`config.mk`:
```
export PLATFORM = sky130hd
export DESIGN_NAME = piece_queue_flat
export DESIGN_NICKNAME = d
export VERILOG_FILES = /design/src/rtl/piece_queue_if.sv /design/src/rtl/piece_queue.sv /design/src/flat_wrapper.sv
export SDC_FILE = /design/constraint.sdc
export NUM_CORES = 1
export LEC_CHECK = 0
export ABC_AREA = 1
export CAP_MARGIN = 5
export CORE_MARGIN = 2
export CORE_UTILIZATION = 30
export DETAILED_ROUTE_END_ITERATION = 7
export PLACE_DENSITY_LB_ADDON = 0.25
export SLEW_MARGIN = 20
export SYNTH_ARGS = -nofsm -noshare
export SYNTH_HDL_FRONTEND = slang
export SYNTH_SLANG_ARGS = --single-unit
```
`constraint.sdc`:
```
create_clock -name Clk -period 1.6 [get_ports Clk]
set_input_delay 0.32 -clock Clk [delete_from_list [all_inputs] [get_ports Clk]]
set_output_delay 0.32 -clock Clk [all_outputs]
set_load 0.01 [all_outputs]
```
`src/rtl/piece_queue_if.sv`:
```
// Handshake bundle between the game FSM (master) and the piece queue (slave).
interface piece_queue_if #(
   parameter int DEPTH = 4
);
   localparam int CW = $clog2(DEPTH + 1);

   logic [2:0]    randnum;
   logic          pop;
   logic [2:0]    head_piece;
   logic [2:0]    preview_piece;
   logic          head_valid;
   logic [CW-1:0] count;
   logic          pop_err;

   modport master (
      output randnum, pop,
      input  head_piece, preview_piece, head_valid, count, pop_err
   );

   modport slave (
      input  randnum, pop,
      output head_piece, preview_piece, head_valid, count, pop_err
   );
endinterface

```
`src/rtl/piece_queue.sv`:
```
// Buffered queue of piece codes (1..7) fed by the LFSR, with optional
// repeat filtering and a pop handshake for the spawn logic.
module piece_queue #(
   parameter int DEPTH      = 4,
   parameter int NO_REPEAT  = 1,
   parameter int MAX_REJECT = 2
) (
   input logic        Clk,
   input logic        Reset,
   piece_queue_if.slave q
);
   localparam int CW = $clog2(DEPTH + 1);
   localparam int RW = $clog2(MAX_REJECT + 2);

   typedef enum logic [1:0] {EMPTY, FILLING, FULL} state_t;

   state_t        state;
   logic [2:0]    entries [DEPTH];
   logic [2:0]    ent_n   [DEPTH];
   logic [CW-1:0] cnt;
   logic [CW-1:0] cnt_n;
   logic [CW-1:0] wr_pos;
   logic [2:0]    rand_q;
   logic [2:0]    last_acc;
   logic [RW-1:0] rej_cnt;
   logic          head_valid;
   logic          pop_err;
   logic          new_sample;
   logic          is_repeat;
   logic          pop_ok;
   logic          space;
   logic          push;

   always_comb begin
      new_sample = (q.randnum != rand_q) && (q.randnum != 3'd0);
      is_repeat  = (NO_REPEAT == 1) && (q.randnum == last_acc) &&
                   (rej_cnt < RW'(MAX_REJECT));
      pop_ok     = q.pop && (state != EMPTY);
      space      = (state != FULL) || pop_ok;
      push       = new_sample && space && !is_repeat;
      wr_pos     = pop_ok ? cnt - CW'(1) : cnt;

      // Shift first, then the push lands at the (possibly decremented) tail.
      for (int unsigned i = 0; i < DEPTH; i++) begin
         if (pop_ok)
            ent_n[i] = (i == DEPTH - 1) ? 3'd0 : entries[i + 1];
         else
            ent_n[i] = entries[i];
         if (push && (CW'(i) == wr_pos))
            ent_n[i] = q.randnum;
      end

      cnt_n = cnt;
      if (push && !pop_ok)
         cnt_n = cnt + CW'(1);
      else if (pop_ok && !push)
         cnt_n = cnt - CW'(1);
   end

   always_ff @(posedge Clk or negedge Reset) begin
      if (!Reset) begin
         state      <= EMPTY;
         cnt        <= '0;
         rand_q     <= '0;
         last_acc   <= '0;
         rej_cnt    <= '0;
         head_valid <= 1'b0;
         pop_err    <= 1'b0;
         for (int unsigned i = 0; i < DEPTH; i++)
            entries[i] <= '0;
      end else begin
         rand_q     <= q.randnum;
         pop_err    <= q.pop && (state == EMPTY);
         cnt        <= cnt_n;
         head_valid <= (cnt_n != '0);
         for (int unsigned i = 0; i < DEPTH; i++)
            entries[i] <= ent_n[i];

         if (new_sample && space) begin
            if (is_repeat) begin
               rej_cnt <= rej_cnt + RW'(1);
            end else begin
               last_acc <= q.randnum;
               rej_cnt  <= '0;
            end
         end

         case (state)
            EMPTY:   if (push) state <= FILLING;
            FILLING: begin
               if (cnt_n == CW'(DEPTH))
                  state <= FULL;
               else if (cnt_n == '0)
                  state <= EMPTY;
            end
            FULL:    if (pop_ok && !push) state <= FILLING;
            default: state <= EMPTY;
         endcase
      end
   end

   assign q.head_piece    = entries[0];
   assign q.preview_piece = entries[1];
   assign q.head_valid    = head_valid;
   assign q.count         = cnt;
   assign q.pop_err       = pop_err;
endmodule
```
`src/flat_wrapper.sv`:
```
// flat-port wrapper written by rule: the top's interface ports become plain ports
module piece_queue_flat 
#(
   parameter int DEPTH      = 4,
   parameter int NO_REPEAT  = 1,
   parameter int MAX_REJECT = 2
)
  (Clk, Reset, q_randnum, q_pop, q_head_piece, q_preview_piece, q_head_valid, q_count, q_pop_err);
  piece_queue_if #(.DEPTH(DEPTH)) q_i ();
  input logic Clk;
  input logic Reset;
  input wire logic [$bits(q_i.randnum)-1:0] q_randnum;
  input wire logic [$bits(q_i.pop)-1:0] q_pop;
  output wire logic [$bits(q_i.head_piece)-1:0] q_head_piece;
  output wire logic [$bits(q_i.preview_piece)-1:0] q_preview_piece;
  output wire logic [$bits(q_i.head_valid)-1:0] q_head_valid;
  output wire logic [$bits(q_i.count)-1:0] q_count;
  output wire logic [$bits(q_i.pop_err)-1:0] q_pop_err;
  assign q_i.randnum = q_randnum;
  assign q_i.pop = q_pop;
  assign q_head_piece = q_i.head_piece;
  assign q_preview_piece = q_i.preview_piece;
  assign q_head_valid = q_i.head_valid;
  assign q_count = q_i.count;
  assign q_pop_err = q_i.pop_err;
  piece_queue #(.DEPTH(DEPTH), .NO_REPEAT(NO_REPEAT), .MAX_REJECT(MAX_REJECT)) u_core (.Clk(Clk), .Reset(Reset), .q(q_i));
endmodule
```
==> PnR_summary.wiki, run 1 <==
{| class="wikitable"
! Metric !! Value
|-
| Final RePlAce weighted congestion || ~0.8
|-
| Row cnt || 26
|-
| CP required || 1.76 ns
|-
| Final HPWL DP || ~2100 microns
|-
| FF-to-FF Start || u_core.state[1]
|-
| Adder and majority gate portion of the synthesized area || 1.63%
|-
| Clock slew at the register clock pins of the worst setup and hold paths || 0.09 ns
|-
| Critical path startpoint category || flip-flop
|-
| Final Max Tran Viols || 0
|-
| Wire length of the first global-routing pass || ~5600 microns
|-
| Actual slew at the worst max-slew pin || 0.357 ns
|-
| Leakage || ~1.1 nW
|-
| Chip Width || between 70 and 80 microns
|-
| Maximum number of pins on one net before global-route repair || 28
|-
| Avg Cell Area, Syn || 8.98 sq um
|-
| Cell depth of the worst min-delay path || 1
|-
| Cell internal pwr || around 2.7 mW
|-
| DR vias/cell || 4.47
|-
| TritonCTS clock tree || built
|-
| Ordered cell list for the critical path || inv_2 > nand2_4 > nand2_8 > buf_12 > o21ai_4 > buf_12 > nand4_4 > nand3_2 > o211ai_1
|-
| Final hold violations || 0
|-
| Number of setup violations in the final report || 0
|-
| Seq pwr share || 22.7%
|-
| Layout Skew || around 0.003 ns
|-
| Simple-Gate Fraction of Synth Area || 29.3%
|-
| Number of buffers created by CTS || 3
|-
| Core Region || 0.00501 sq mm
|-
| CP Data Arrival Time || approximately 1.7 ns
|-
| Delay of the slowest critical-path stage || around 0.43 ns
|-
| Buffers on Ports || 16
|-
| Post-synth net total || about 180
|-
| Total power per unit cell area || 2060 mW/mm^2
|-
| Worst setup path startpoint || u_core.state[1]
|-
| Setup repair after global routing missed its margin || true
|-
| Clk root buf || sky130_fd_sc_hd__clkbuf_8
|-
| Worst Path Class, Setup || reg -> reg
|-
| Sinks on Clock Net || 27
|-
| Area enclosed by the die boundary || ~0.0057 sq mm
|-
| Multi-input gate area in the final layout || about 900 sq um
|-
| Overflow left after global routing || 0
|-
| Max FO, Critical Path || 8
|-
| Multiplexer share of the synthesized area || 0%
|-
| Synth Cell Area || between 0.0015 and 0.002 sq mm
|-
| Global Route Usage Sum || ~13%
|-
| Post-placement cell area || between 0.0015 and 0.002 sq mm
|-
| Dominant combinational cell family by area after synthesis || simple AND/OR/NAND/NOR gates
|-
| Number of max-cap violations || 0
|-
| Combinational Power Share || between 60% and 70%
|-
| Maximum frequency from static timing analysis || roughly 0.63 GHz
|-
| Longest Clk Path Bufs || 2
|-
| Worst vdd rail ir drop || approximately 0.00073 V
|-
| Post-synthesis instance total || roughly 170
|-
| Ys Warns || 0
|-
| Final non-filler cell area || between 0.002 and 0.0025 sq mm
|-
| Area share of xor/xnor cells in the synthesized design || between 4 and 5%
|-
| Synthesis-to-layout area growth || 51.5%
|-
| I/O pin cnt || 17
|-
| Count of different cell masters after synthesis || 28
|-
| Count of unresolved DRC violations after routing || 0
|-
| Worst rel slew slack || around three quarters
|-
| Post-layout net count || ~230
|-
| Sequential cell area || ~680 sq um
|-
| Iteration count of the initial detailed-routing pass || 4
|-
| Portion of synthesized cell area occupied by the leading cell type || 44.0%
|-
| Sequential element share of the synthesized area || between 40% and 50%
|-
| Share of post-route cells with drive strength above 1 || 41.8%
|-
| Deepest level of the CTS H-tree || 1
|-
| Height of the chip || between 70 and 80 microns
|-
| Average wire per cell in the routed design || approximately 12 microns
|-
| Detailed-route via count || ~1300
|-
| Effective utilization at floorplan || between 30% and 40%
|-
| FF-to-FF path depth || 9
|-
| Filler cells || 500
|-
| Most frequent cell on the critical path || sky130_fd_sc_hd__buf_12
|-
| Post-layout min period || 1.59 ns
|-
| Worst min-delay path startpoint || q_randnum[1]
|-
| Net switching power figure || 2.05 mW
|-
| Final total power || 4.79 mW
|-
| Clk Latency, worst-skew pair || ~0.27 ns
|-
| Final ANT Viol Nets || 0
|-
| Top cells by area, synth || sky130_fd_sc_hd__dfrtp_1 (44%), sky130_fd_sc_hd__nand3_1 (8.8%), sky130_fd_sc_hd__nand2_1 (6.8%)
|-
| Via count of the first global-routing pass || between 1000 and 1500
|-
| Setup_tns || 0 ns
|-
| Result of the run || finished clean
|-
| Number of antenna cells inserted || 0
|-
| Proportion of total power due to net switching || between 40 and 50%
|-
| Clock power share || approximately 8%
|-
| Area leader, netlist || sky130_fd_sc_hd__dfrtp_1
|-
| Final clock period utilization by the worst path || 99.3%
|-
| Aggregate routed wire length || roughly 3500 microns
|-
| Share of the synthesized area in compound gates (AO/OA/AOI/OAI) || under 10%
|-
| Antenna violations before repair || 0
|-
| Post-synthesis register bit count || 27
|-
| Worst setup slack before clock tree synthesis || -0.400 ns
|-
| First DRT Iteration DRCs || 60
|-
| Final WS setup || about 0.012 ns
|-
| Path class of the lowest-slack min-delay path || in -> reg
|-
| Setup crit end kind || flip-flop
|-
| Cell with the largest stage delay on the worst path || sky130_fd_sc_hd__dfrtp_1
|}
-- final timing paths --
kind	endpoint	slack, ns
hold reg to reg	u_core.rej_cnt[1]	0.50
max in group asynchronous	u_core.q.count[2]	0.90
hold / removal	u_core.rand_q[1]	0.37
min in group asynchronous	u_core.state[0]	0.42
setup reg to reg	u_core.q.preview_piece[0]	0.01
setup / recovery	u_core.q.preview_piece[0]	0.01
-- per-layer routing --
| metal | up-vias | GRT usage (%) | wire length, microns |
|---|---|---|---|
| met5 | - | 0 | 0 |
| met4 | 0 | 2.34 | 22 |
| met3 | 2 | 3.17 | 111 |
| met2 | 21 | 21.9 | 1840 |
| met1 | 623 | 17.0 | 1530 |
| li1 | 674 | - | - |
-- registers in the layout, indices dropped and copies added, names as in the netlist --
register	cells
u_core.entries	6
u_core.last_acc	3
u_core.q.count	3
u_core.q.head_piece	3
u_core.q.head_valid	1
u_core.q.pop_err	1
u_core.q.preview_piece	3
u_core.rand_q	3
u_core.rej_cnt	2
u_core.state	2
-- power by group through the flow --
| stage | clock, mW | sequential, mW | combinational, mW |
|---|---|---|---|
| after floorplan | 0 | 1.09 | 1.43 |
| after global placement | 0 | 1.08 | 2.11 |
| after detailed placement | 0 | 1.07 | 2.10 |
| after CTS | 0.417 | 1.07 | 2.63 |
| after global routing | 0.439 | 1.12 | 3.59 |
| final | 0.393 | 1.09 | 3.31 |
-- area by class of cell --
type | count | share of cell area (%)
flip-flops and latches | 27 | 29.1
repair buffers | 56 | 23.0
clock buffers | 4 | 1.94
inverters | 24 | 3.98
multi-input cells | 114 | 38.2
well taps | 70 | 3.77
-- logic make-up after synthesis --
logic type               count (synthesis)
AO/OA/AOI/OAI                           21
XOR/XNOR                                 5
adder cells (fa/ha/maj)                  2
buffers and inverters                   33
flip-flops                              27
AND/OR/NAND/NOR                         83
-- cell usage after synthesis, drive strengths merged --
library cell / number
nand2: 36
o211ai: 10
ha: 2
nand4: 3
nor2: 14
o21ai: 10
xor2: 4
a21oi: 1
inv: 24
buf: 9
xnor2: 1
dfrtp: 27
nand3: 30
-- worst max-delay path, delay by kind of cell (launching register included) --
| kind | cells | cell delay [ns] |
|---|---|---|
| AND/OR/NAND/NOR | 4 | 0.45 |
| flip-flops | 1 | 0.43 |
| buffers and inverters | 3 | 0.35 |
| AO/OA/AOI/OAI | 2 | 0.23 |
-- cells in the final DEF (no fill, tap or decap), types with 3 or more instances in the layout --
master                            Yosys  routed
sky130_fd_sc_hd__buf_12               0       4
sky130_fd_sc_hd__buf_4                6      30
sky130_fd_sc_hd__buf_6                2       6
sky130_fd_sc_hd__clkbuf_8             0       3
sky130_fd_sc_hd__clkdlybuf4s50_1      0       9
sky130_fd_sc_hd__dfrtp_1             27      26
sky130_fd_sc_hd__dlygate4sd2_1        0       4
sky130_fd_sc_hd__dlymetal6s2s_1       0       3
sky130_fd_sc_hd__inv_1               17      12
sky130_fd_sc_hd__inv_2                7      11
sky130_fd_sc_hd__nand2_1             28      28
sky130_fd_sc_hd__nand2_2              5       5
sky130_fd_sc_hd__nand3_1             27      15
sky130_fd_sc_hd__nand3_2              2      12
sky130_fd_sc_hd__nand3_4              1       5
sky130_fd_sc_hd__nand4_4              1       3
sky130_fd_sc_hd__nor2_1              10      10
sky130_fd_sc_hd__nor2_4               1       3
sky130_fd_sc_hd__o211ai_1            10      10
sky130_fd_sc_hd__o21ai_0              4       4
sky130_fd_sc_hd__o21ai_1              4       4
-- what timing repair did --
action                                  CTS  global route
cloned                                    2             1
pin swaps                                 6            16
gates resized for setup                  19            26
endpoints found under the setup margin   15            19
setup buffers                             6            14
hold buffers                              0             0
-- through the flow --
step	hold WS [ns]	cells	utilization (%)
2_1_floorplan	0.0244	171	-
3_3_place_gp	0.481	268	37.4
3_5_place_dp	0.487	268	37.4
4_1_cts	0.353	280	41.7
5_1_grt	0.370	295	46.4
6_report	0.367	295	46.4
Note: power is estimated with default switching activity, not from simulation.
==> run 2, diff against run 1 <==
CAP_MARGIN = 20   (was 5)
==> results of run 2 <==
The final DEF is identical to that of run 1; final timing and power are the same.
==> run 3, diff against run 2 <==
CORE_UTILIZATION = 50   (was 30)
==> run 3 against run 2 <==
Via count decreased by 1.1%. Combinational power decreased by 13%. Clock-buffer cell count decreased by 1. Clock skew increased by 0.011 ns. Core utilization increased by 25 points. Clock power decreased by 21%. Critical path type unchanged.
==> PnR_summary.wiki, run 3 (same netlist as run 1, synthesis figures left out) <==
{| class="wikitable"
! Metric !! Value
|-
| CP Data Arrival Time || 1.81 ns (+0.07 ns)
|-
| Detailed-route via count || 1306 (-1.1%)
|-
| Setup crit end kind || flip-flop
|-
| Maximum number of pins on one net before global-route repair || 28 (unchanged)
|-
| Most common cell after layout, fill and taps aside || sky130_fd_sc_hd__buf_4
|-
| Ordered cell list for the critical path || inv_2 > nand2_4 > nand2_8 > buf_6 > o21ai_4 > buf_6 > nand4_4 > nand3_2 > o211ai_1
|-
| Delay of the slowest critical-path stage || 0.41 ns (-0.02 ns)
|-
| Commonest cells after routing, fill and taps aside || sky130_fd_sc_hd__buf_4 (32), sky130_fd_sc_hd__nand2_1 (28), sky130_fd_sc_hd__dfrtp_1 (27), sky130_fd_sc_hd__nand3_1 (20), sky130_fd_sc_hd__inv_1 (12)
|-
| Aggregate routed wire length || 3530 microns (+0.77%)
|-
| Post-layout net count || 230 (-1.7%)
|-
| Overflow left after global routing || 0 (unchanged)
|-
| Layout Skew || 0.0141 ns (+0.0111 ns)
|-
| Effective utilization at floorplan || 51.6% (+21 points)
|-
| Worst rel slew slack || 77.1% (+0.85 points)
|-
| Iteration count of the initial detailed-routing pass || 4 (unchanged)
|-
| Antenna violations before repair || 0 (unchanged)
|-
| Leakage || 1.07 nW (+0.28%)
|-
| Path class of the lowest-slack min-delay path || in -> reg
|-
| Wire length of the first global-routing pass || 5000 microns (-11%)
|-
| CP endpoint || u_core.q.preview_piece[2]
|-
| Clk root buf || sky130_fd_sc_hd__clkbuf_4
|-
| Share of post-route cells with drive strength above 1 || 38.9% (-2.9 points)
|-
| Worst min-delay path startpoint || q_randnum[0]
|-
| Setup repair after global routing missed its margin || true
|-
| Final Max Tran Viols || 0 (unchanged)
|-
| Critical path startpoint category || flip-flop
|-
| Post-layout min period || 1.60 ns (+0.00865 ns)
|-
| Smallest hold slack || 0.302 ns (-0.0649 ns)
|-
| Final hold violations || 0 (unchanged)
|-
| FF-to-FF Start || u_core.state[1]
|-
| Setup slack of the worst register-to-register path || 0.003 ns (about the same)
|-
| Endpoint of the most critical register-to-register path || u_core.q.preview_piece[2]
|-
| Clock slew at the register clock pins of the worst setup and hold paths || 0.16 ns (+0.07 ns)
|-
| Result of the run || finished clean
|-
| I/O pin cnt || 17 (unchanged)
|-
| Final design utilization || 71.8% (+25 points)
|-
| Final ANT Viol Nets || 0 (unchanged)
|-
| Height of the chip || 59.4 microns (-21%)
|-
| TritonCTS clock tree || built
|-
| Number of max-cap violations || 0 (unchanged)
|-
| Core Region || 0.00298 sq mm (-41%)
|-
| Cell Count, Final, Fillers Out || 254 (-14%)
|-
| Clk Latency, worst-skew pair || 0.33 ns (+0.06 ns)
|-
| Deepest level of the CTS H-tree || 1 (unchanged)
|-
| Average wire per cell in the routed design || 13.9 microns (+17%)
|-
| Cell with the largest stage delay on the worst path || sky130_fd_sc_hd__dfrtp_1
|-
| Largest register FFs || 6 (unchanged)
|-
| FF-to-FF path depth || 9 (unchanged)
|-
| Count of unresolved DRC violations after routing || 0 (unchanged)
|-
| DR vias/cell || 5.14 (+15%)
|-
| Number of setup violations in the final report || 0 (unchanged)
|-
| Global Route Usage Sum || 18.6% (+5.6 points)
|-
| Buffers on Ports || 16 (unchanged)
|-
| Cell count along the critical path || 9 (unchanged)
|-
| Area enclosed by the die boundary || 0.00353 sq mm (-38%)
|-
| Number of cells in the design after placement || 228 (-15%)
|-
| Row cnt || 20 (-23%)
|-
| Sinks on Clock Net || 27 (unchanged)
|-
| Most frequent cell on the critical path || sky130_fd_sc_hd__buf_6
|-
| Crit path buf inv count || 3 (unchanged)
|-
| Via count of the first global-routing pass || 1183 (-2.1%)
|-
| Worst setup path startpoint || u_core.state[1]
|-
| Actual slew at the worst max-slew pin || 0.344 ns (-0.0128 ns)
|-
| CTS Hold Buffers Added || 0 (unchanged)
|-
| Worst Path Class, Setup || reg -> reg
|-
| Category of cells accounting for the largest share of critical-path delay || flip-flops
|-
| Final clock period utilization by the worst path || 99.8% (+0.54 points)
|-
| Number of buffers created by CTS || 3 (unchanged)
|-
| Number of antenna cells inserted || 0 (unchanged)
|-
| Final RePlAce weighted congestion || 0.794 (+2.0%)
|-
| Total power per unit cell area || 1990 mW/mm^2 (-3.5%)
|-
| Synthesis-to-layout area growth || 39.4%
|-
| Max FO, Critical Path || 7 (-1)
|-
| Maximum frequency from static timing analysis || 0.626 GHz (-0.54%)
|-
| Final HPWL DP || 2210 microns (+5.4%)
|-
| First DRT Iteration DRCs || 48 (-20%)
|-
| Largest Register || u_core.entries
|-
| Worst vdd rail ir drop || 0.00102 V (+40%)
|-
| CP required || 1.82 ns (+0.06 ns)
|-
| Chip Width || 59.4 microns (-21%)
|-
| Longest Clk Path Bufs || 2 (unchanged)
|}
run 3: layer usage:
layer  track usage, %  wire length (microns)
met1             24.3                   1560
met2             31.9                   1800
met3             1.97                    125
met4             6.17                     36
met5                0                      0
run 3: area by class of cell:
class,instances,area [sq um]
tap,33,41.3
multi-input combinational,113,830
inverter,24,92.6
fill,220,838
clock buffer,3,22.5
timing repair buffer,53,470
clock inverter,1,7.51
sequential,27,676
run 3: worst min path at each step:
stage	endpoint	cells after the start
3_3_place_gp	u_core.rej_cnt[1]	2
4_1_cts	u_core.rand_q[0]	1
6_report	u_core.rand_q[0]	1
2_1_floorplan	u_core.entries[0]	0
3_5_place_dp	u_core.rej_cnt[1]	2
5_1_grt	u_core.rand_q[2]	1
run 3: through the flow:
| step | TNS (ns) | worst slack (ns) | power, mW | instance area [sq um] |
|---|---|---|---|---|
| after floorplan | -0.0404 | -0.00700 | 2.52 | 1540 |
| after global placement | -6.17 | -0.367 | 3.01 | 1790 |
| after detailed placement | -7.03 | -0.432 | 3.08 | 1790 |
| after CTS | -0.157 | -0.0415 | 3.50 | 1860 |
| after global routing | -0.591 | -0.0949 | 4.55 | 2140 |
| final | 0 | 0.00316 | 4.25 | 2140 |
run 3: repair_timing:
item	in CTS	in global routing
buffers inserted	4	16
setup endpoints to repair	13	22
gates cloned	0	2
resized for setup	8	31
pin swaps	2	20
run 3: worst reg2reg max path, cell delays in order (launching register included):
cell	delay (ns)
sky130_fd_sc_hd__dfrtp_1	0.41
sky130_fd_sc_hd__inv_2	0.06
sky130_fd_sc_hd__nand2_4	0.09
sky130_fd_sc_hd__nand2_8	0.08
sky130_fd_sc_hd__buf_6	0.13
sky130_fd_sc_hd__o21ai_4	0.27
sky130_fd_sc_hd__buf_6	0.16
sky130_fd_sc_hd__nand4_4	0.11
sky130_fd_sc_hd__nand3_2	0.09
sky130_fd_sc_hd__o211ai_1	0.09
run 3: report_power, final:
| part | switching (mW) | internal [mW] |
|---|---|---|
| logic | 1.58 | 1.30 |
| registers | 0.135 | 0.924 |
| clock network | 0.214 | 0.0954 |
| total | 1.93 | 2.32 |
